## src/rtl/mult4_seq_pkg.sv

```systemverilog
// Shared types and helpers for the 4x4 multiplier operand sequencer.
// Operand pair bundle, FSM state encoding and product check.
package mult4_seq_pkg;

  localparam int OPW = 4;
  localparam int PW  = 8;

  typedef enum logic [1:0] {
    IDLE,
    LAUNCH,
    WAIT_BUSY,
    WAIT_DONE
  } seq_state_t;

  typedef struct packed {
    logic [OPW-1:0] a;
    logic [OPW-1:0] b;
  } op_pair_t;

  function automatic logic prod_bad(
    input logic [OPW-1:0] a,
    input logic [OPW-1:0] b,
    input logic [PW-1:0]  p
  );
    logic [PW-1:0] ea;
    logic [PW-1:0] eb;
    logic [PW-1:0] ref_p;
    ea    = {{(PW-OPW){1'b0}}, a};
    eb    = {{(PW-OPW){1'b0}}, b};
    ref_p = ea * eb;
    return p != ref_p;
  endfunction

endpackage

```

## src/rtl/mult4_op_fifo.sv

```systemverilog
// Synchronous operand-pair FIFO, no bypass.
// Full only clears after a pop has been registered.
module mult4_op_fifo
  import mult4_seq_pkg::*;
#(
  parameter int DEPTH = 4
) (
  input  logic     clk_i,
  input  logic     rst_i,
  input  logic     push_i,
  input  logic     pop_i,
  input  op_pair_t wdata_i,
  output logic     full_o,
  output logic     empty_o,
  output op_pair_t rdata_o
);

  localparam int AW = $clog2(DEPTH);

  op_pair_t        mem_q [DEPTH];
  logic [AW-1:0]   wptr_q;
  logic [AW-1:0]   rptr_q;
  logic [AW:0]     cnt_q;
  logic            push_ok;
  logic            pop_ok;

  assign full_o  = (cnt_q == (AW+1)'(DEPTH));
  assign empty_o = (cnt_q == '0);
  assign push_ok = push_i & ~full_o;
  assign pop_ok  = pop_i & ~empty_o;
  assign rdata_o = mem_q[rptr_q];

  // Storage array; contents are don't-care until written.
  always_ff @(posedge clk_i) begin
    if (push_ok) begin
      mem_q[wptr_q] <= wdata_i;
    end
  end

  // Pointers wrap naturally because DEPTH is a power of two.
  always_ff @(posedge clk_i) begin
    if (rst_i) begin
      wptr_q <= '0;
      rptr_q <= '0;
      cnt_q  <= '0;
    end else begin
      if (push_ok) wptr_q <= wptr_q + 1'b1;
      if (pop_ok)  rptr_q <= rptr_q + 1'b1;
      unique case ({push_ok, pop_ok})
        2'b10:   cnt_q <= cnt_q + 1'b1;
        2'b01:   cnt_q <= cnt_q - 1'b1;
        default: cnt_q <= cnt_q;
      endcase
    end
  end

endmodule

```

## src/rtl/mult4_op_sequencer.sv

```systemverilog
// Operand queue, launch FSM, timeout and result collector
// around a 4x4 sequential shift-add multiplier.
module mult4_op_sequencer
  import mult4_seq_pkg::*;
#(
  parameter int FIFO_DEPTH  = 4,
  parameter int TIMEOUT_CYC = 16
) (
  input  logic          blif_clk_net,
  input  logic          blif_reset_net,
  input  logic          in_valid,
  output logic          in_ready,
  input  logic [OPW-1:0] in_a,
  input  logic [OPW-1:0] in_b,
  output logic          out_valid,
  input  logic          out_ready,
  output logic [OPW-1:0] out_a,
  output logic [OPW-1:0] out_b,
  output logic [PW-1:0]  out_p,
  output logic          out_err,
  output logic [OPW-1:0] mul_a,
  output logic [OPW-1:0] mul_b,
  output logic          mul_start,
  input  logic          mul_ready,
  input  logic [PW-1:0]  mul_p,
  output logic          busy,
  output logic          timeout_err,
  output logic          prod_err
);

  localparam int TW = $clog2(TIMEOUT_CYC + 1);

  seq_state_t     state_q;
  logic [TW-1:0]  timer_q;
  logic [TW-1:0]  timer_d;
  logic           tmo_hit;
  logic [OPW-1:0] mul_a_q;
  logic [OPW-1:0] mul_b_q;
  logic           mul_start_q;
  logic           out_valid_q;
  logic [OPW-1:0] out_a_q;
  logic [OPW-1:0] out_b_q;
  logic [PW-1:0]  out_p_q;
  logic           out_err_q;
  logic           timeout_q;
  logic           prod_err_q;

  logic           fifo_full;
  logic           fifo_empty;
  logic           push;
  logic           pop;
  logic           can_launch;
  logic           drain;
  logic           chk_bad;
  op_pair_t       fifo_rdata;
  op_pair_t       fifo_wdata;

  assign in_ready   = ~fifo_full;
  assign push       = in_valid & ~fifo_full;
  assign drain      = out_valid_q & out_ready;
  assign can_launch = ~fifo_empty & mul_ready
                    & (~out_valid_q | out_ready);
  assign pop        = (state_q == IDLE) & can_launch;
  assign fifo_wdata = '{a: in_a, b: in_b};
  assign timer_d    = timer_q + 1'b1;
  assign tmo_hit    = (timer_d == TW'(TIMEOUT_CYC));
  assign chk_bad    = prod_bad(mul_a_q, mul_b_q, mul_p);

  mult4_op_fifo #(
    .DEPTH (FIFO_DEPTH)
  ) u_fifo (
    .clk_i   (blif_clk_net),
    .rst_i   (blif_reset_net),
    .push_i  (push),
    .pop_i   (pop),
    .wdata_i (fifo_wdata),
    .full_o  (fifo_full),
    .empty_o (fifo_empty),
    .rdata_o (fifo_rdata)
  );

  // Launch/wait FSM with timeout, result register and sticky flags.
  always_ff @(posedge blif_clk_net) begin
    if (blif_reset_net) begin
      state_q     <= IDLE;
      timer_q     <= '0;
      mul_a_q     <= '0;
      mul_b_q     <= '0;
      mul_start_q <= 1'b0;
      out_valid_q <= 1'b0;
      out_a_q     <= '0;
      out_b_q     <= '0;
      out_p_q     <= '0;
      out_err_q   <= 1'b0;
      timeout_q   <= 1'b0;
      prod_err_q  <= 1'b0;
    end else begin
      mul_start_q <= 1'b0;
      if (drain) out_valid_q <= 1'b0;
      unique case (state_q)
        IDLE: begin
          if (can_launch) begin
            state_q     <= LAUNCH;
            mul_a_q     <= fifo_rdata.a;
            mul_b_q     <= fifo_rdata.b;
            mul_start_q <= 1'b1;
            timer_q     <= '0;
          end
        end
        LAUNCH: begin
          state_q <= WAIT_BUSY;
        end
        WAIT_BUSY: begin
          timer_q <= timer_d;
          if (tmo_hit) begin
            timeout_q <= 1'b1;
            state_q   <= IDLE;
          end else if (!mul_ready) begin
            state_q <= WAIT_DONE;
          end
        end
        WAIT_DONE: begin
          timer_q <= timer_d;
          if (mul_ready) begin
            out_valid_q <= 1'b1;
            out_a_q     <= mul_a_q;
            out_b_q     <= mul_b_q;
            out_p_q     <= mul_p;
            out_err_q   <= chk_bad;
            prod_err_q  <= prod_err_q | chk_bad;
            state_q     <= IDLE;
          end else if (tmo_hit) begin
            timeout_q <= 1'b1;
            state_q   <= IDLE;
          end
        end
      endcase
    end
  end

  assign mul_a       = mul_a_q;
  assign mul_b       = mul_b_q;
  assign mul_start   = mul_start_q;
  assign out_valid   = out_valid_q;
  assign out_a       = out_a_q;
  assign out_b       = out_b_q;
  assign out_p       = out_p_q;
  assign out_err     = out_err_q;
  assign timeout_err = timeout_q;
  assign prod_err    = prod_err_q;
  assign busy        = (state_q != IDLE) | ~fifo_empty;

endmodule
```

## config.mk

```make
export PLATFORM = sky130hd
export DESIGN_NAME = mult4_op_sequencer
export DESIGN_NICKNAME = d
export VERILOG_FILES = /design/src/rtl/mult4_seq_pkg.sv /design/src/rtl/mult4_op_fifo.sv /design/src/rtl/mult4_op_sequencer.sv
export SDC_FILE = /design/constraint.sdc
export NUM_CORES = 1
export LEC_CHECK = 0
export CORE_ASPECT_RATIO = 1.5
export CORE_UTILIZATION = 35
export CTS_CLUSTER_DIAMETER = 40
export DETAILED_ROUTE_END_ITERATION = 16
export DONT_BUFFER_PORTS = 1
export SYNTH_ARGS = -nofsm -noshare
export SYNTH_HDL_FRONTEND = slang
export SYNTH_SLANG_ARGS = --single-unit
```

## constraint.sdc

```tcl
create_clock -name blif_clk_net -period 2.95 [get_ports blif_clk_net]
set_input_delay 0.4425 -clock blif_clk_net [delete_from_list [all_inputs] [get_ports blif_clk_net]]
set_output_delay 0.4425 -clock blif_clk_net [all_outputs]
set_load 0.1 [all_outputs]
```

==> impl_metrics.yaml <==
global_routing:
  grt.met2_usage_pct: 26.95
  grt_max_degree: 44
  grt_pass1_vias: 2227
  use_met3_pct: 5.832
  antenna_found_initial: 0
  busiest_layer: "met2"
  grt_pass1_wl_um: 10920
  grt_overflow: 0
  grt_util_met1_pct: 12.97
  grt_use_total_pct: 14.14
sta:
  rsz0062_at_grt: "no"
  hold_viol: 0
  fin_crit_sh_pct: 93.90
  min_period_ns: 2.770
  tightest_slew_ns: 1.009
  report.final.slew_viol_count: 0
  final-setup-viol-count: 0
  fmax_mhz: 361.0
  max_slew_margin_pct: 32.62
  fin_hold_ws_ns: 0.1742
  fin_setup_tns_ns: 0
  finClkSkew_ns: 0.005272
yosys:
  yosys_warnings: 0
  synth-seq-cells: 75
  ys_types: 40
  synthTopCellsByArea: "edfxtp_1 (28%), dfxtp_1 (25%), nand2_1 (7.3%)"
  synth_top_cell_area_share_pct: 27.86
  synthArstFlopShare_pct: 0
  synthesis.area_um2: 3450
  syn_nets: 364
  synthCells: 320
  synth_largest_area_cell: "edfxtp_1"
  synth_edf_count: 32
  ys_seq_area_share_pct: 52.81
  synth_ff_type: "dfxtp_1"
  avgSynthCellArea_um2: 10.78
setup_path:
  crit_path_max_incr_delay_ns: 0.55
  r2r_cells: 10
  crit_family: "adder cells"
  startpoint: "mul_b[1]$_SDFFE_PP0P_"
  cp.arrival_ns: 2.94
  worstSetupPathType: "reg -> reg"
  cp_num_buf_inv: 1
  r2r_end: "out_err$_SDFFE_PP0P_"
  crit_fanout: 4
  r2r_slack_ns: 0.18
  cp_common_cell: "fa_1"
  r2r-start: "mul_b[1]$_SDFFE_PP0P_"
  worst-endpoint-required_ns: 3.12
  crit_path_top_delay_cell: "fa_1"
  endpoint_kind: "flip-flop"
  path_cells: "nand2_2 -> fa_1 -> fa_1 -> inv_1 -> ha_4 -> a211oi_2 -> nor2_1 -> xnor2_1 -> nor4_2 -> a311oi_1"
  startpoint_type: "flip-flop"
clocking:
  insertion_delay_ns: 0.33
  cts_made_buffers: 9
  clkTransAtPathRegs_ns: 0.06
  root_buffer: "clkbuf_16"
  cts_max_level: 3
  numClockSinks: 75
  cts_tree: "built"
  hold_buffers: 0
  cts_buffer_depth: 2
min_path:
  hold_end: "out_p[2]$_SDFFE_PP0P_"
  min_from: "blif_reset_net"
  whs_path_depth: 1
  min-delay-path-class: "in -> reg"
routing:
  ant_nets: 0
  drt_iter0_markers: 76
  viasPerCell: 4.947
  wl_per_cell_um: 14.61
  routed_wl_um: 6590
  vias: 2231
  drt-pass1-iter-count: 4
  drc: 0
floorplan:
  start_util_pct: 35.81
  die_w_um: 83.06
  dieArea_um2: 10270
  dieHeight_um: 123.6
  boundaryPins: 52
  placement_rows: 44
  core-area_um2: 9634
layout:
  drive_above_1_share_pct: 17.86
  layout.nets: 375
  final_common_cell: "nand2_1"
  final_cell_mix: "nand2_1 (65), dfxtp_1 (36), a21oi_1 (34), edfxtp_1 (32), nor2_1 (18)"
  antennaDiodeCount: 0
  area_growth_pct: 16.00
placement:
  place.gp.congestion: 0.7449
  portBuffers: 0
  dpl.hpwl_um: 4832
outcome:
  status: "complete, no violations"
power_and_ir_drop:
  p_leak_nw: 1.445
  ir_drop_v: 0.0004009
  p_per_area_nw_per_um2: 867.4
flow_run:
  drv_cap: 0
-- per-layer routing --
metal	share of wire, %	wire length [µm]	up-vias
li1	-	-	1118
met1	38	2474	1064
met2	55	3655	41
met3	4.9	325	8
met4	2.0	134	0
met5	0	0	-
-- worst max-delay path by stage --
stage / endpoint / slack (ns) / depth (start not counted)
6_report: out_err$_SDFFE_PP0P_ / 0.18 / 10
5_1_grt: out_err$_SDFFE_PP0P_ / 0.02 / 10
4_1_cts: out_err$_SDFFE_PP0P_ / 0.07 / 10
3_5_place_dp: out_err$_SDFFE_PP0P_ / 0.09 / 10
3_3_place_gp: out_err$_SDFFE_PP0P_ / 0.13 / 10
2_1_floorplan: out_err$_SDFFE_PP0P_ / 0.005 / 9
-- per-stage QoR --
step                total power, mW  setup slack, ns  instances  util, %  area [µm²]
floorplan                     2.165         0.004841        320        -        3490
global placement              2.325           0.1335        434    38.01        3662
detailed placement            2.337          0.08676        434    38.01        3662
CTS                           3.506          0.06702        450    41.32        3981
global route                  3.641          0.02349        451    41.53        4001
finish                        3.471           0.1799        451    41.53        4001
-- layout make-up --
cell class	count	area (µm²)
Clock buffer	10	229.0
Clock inverter	6	90.09
Fill cell	903	5633
Inverter	16	60.06
Multi-Input combinational cell	215	1528
Sequential cell	75	1846
Tap cell	115	143.9
Timing Repair Buffer	14	105.1
-- logic make-up (layout without fill, tap and decap cells) --
group	after synthesis	after routing	synth area share, %
adders and majority gates	23	23	9.431
buffers and inverters	30	46	3.736
muxes	10	10	5.840
and+or+nand+nor	119	119	16.00
xor gates and xnor gates	17	17	4.316
AOI/OAI and AO/OA	46	46	7.871
DFF	75	75	52.81
-- state kept, by name, summed over array words and instances, names as in the netlist --
register / count
mul_b: 4
out_a: 4
u_fifo.wptr_q: 2
mul_a: 4
u_fifo.rptr_q: 2
timer_q: 5
u_fifo.mem_q: 32
out_valid: 1
out_p: 8
state_q: 2
out_b: 4
timeout_err: 1
out_err: 1
prod_err: 1
u_fifo.cnt_q: 3
mul_start: 1
-- worst register-to-register path, cell delays in order, from the launching register on --
cell and delay, ns:
dfxtp_4 0.36, nand2_2 0.05, fa_1 0.55, fa_1 0.45
inv_1 0.12, ha_4 0.21, a211oi_2 0.22, nor2_1 0.08
xnor2_1 0.14, nor4_2 0.31, a311oi_1 0.12
-- cell usage after synthesis, types with 4 or more instances --
library cell / n
nand2_1: 67
xor2_1: 6
nor2_1: 18
clkbuf_1: 7
and2_1: 9
edfxtp_1: 32
inv_1: 15
and3_1: 5
a21oi_1: 34
fa_1: 5
buf_2: 4
o21ai_0: 4
mux4_2: 8
ha_1: 18
dfxtp_1: 43
xnor2_1: 11
-- timing repair --
action	CTS	global route
setup endpoints to repair	0	2
hold endpoints to repair	0	0
resized for setup	0	1
setup buffers	0	1
-- power by group --
| part | switching [mW] | internal [mW] |
|---|---|---|
| Combinational | 0.618 | 0.304 |
| Sequential | 0.171 | 1.22 |
| Clock | 0.418 | 0.743 |
| Total | 1.21 | 2.26 |
Note: power is estimated with default switching activity, not from simulation.
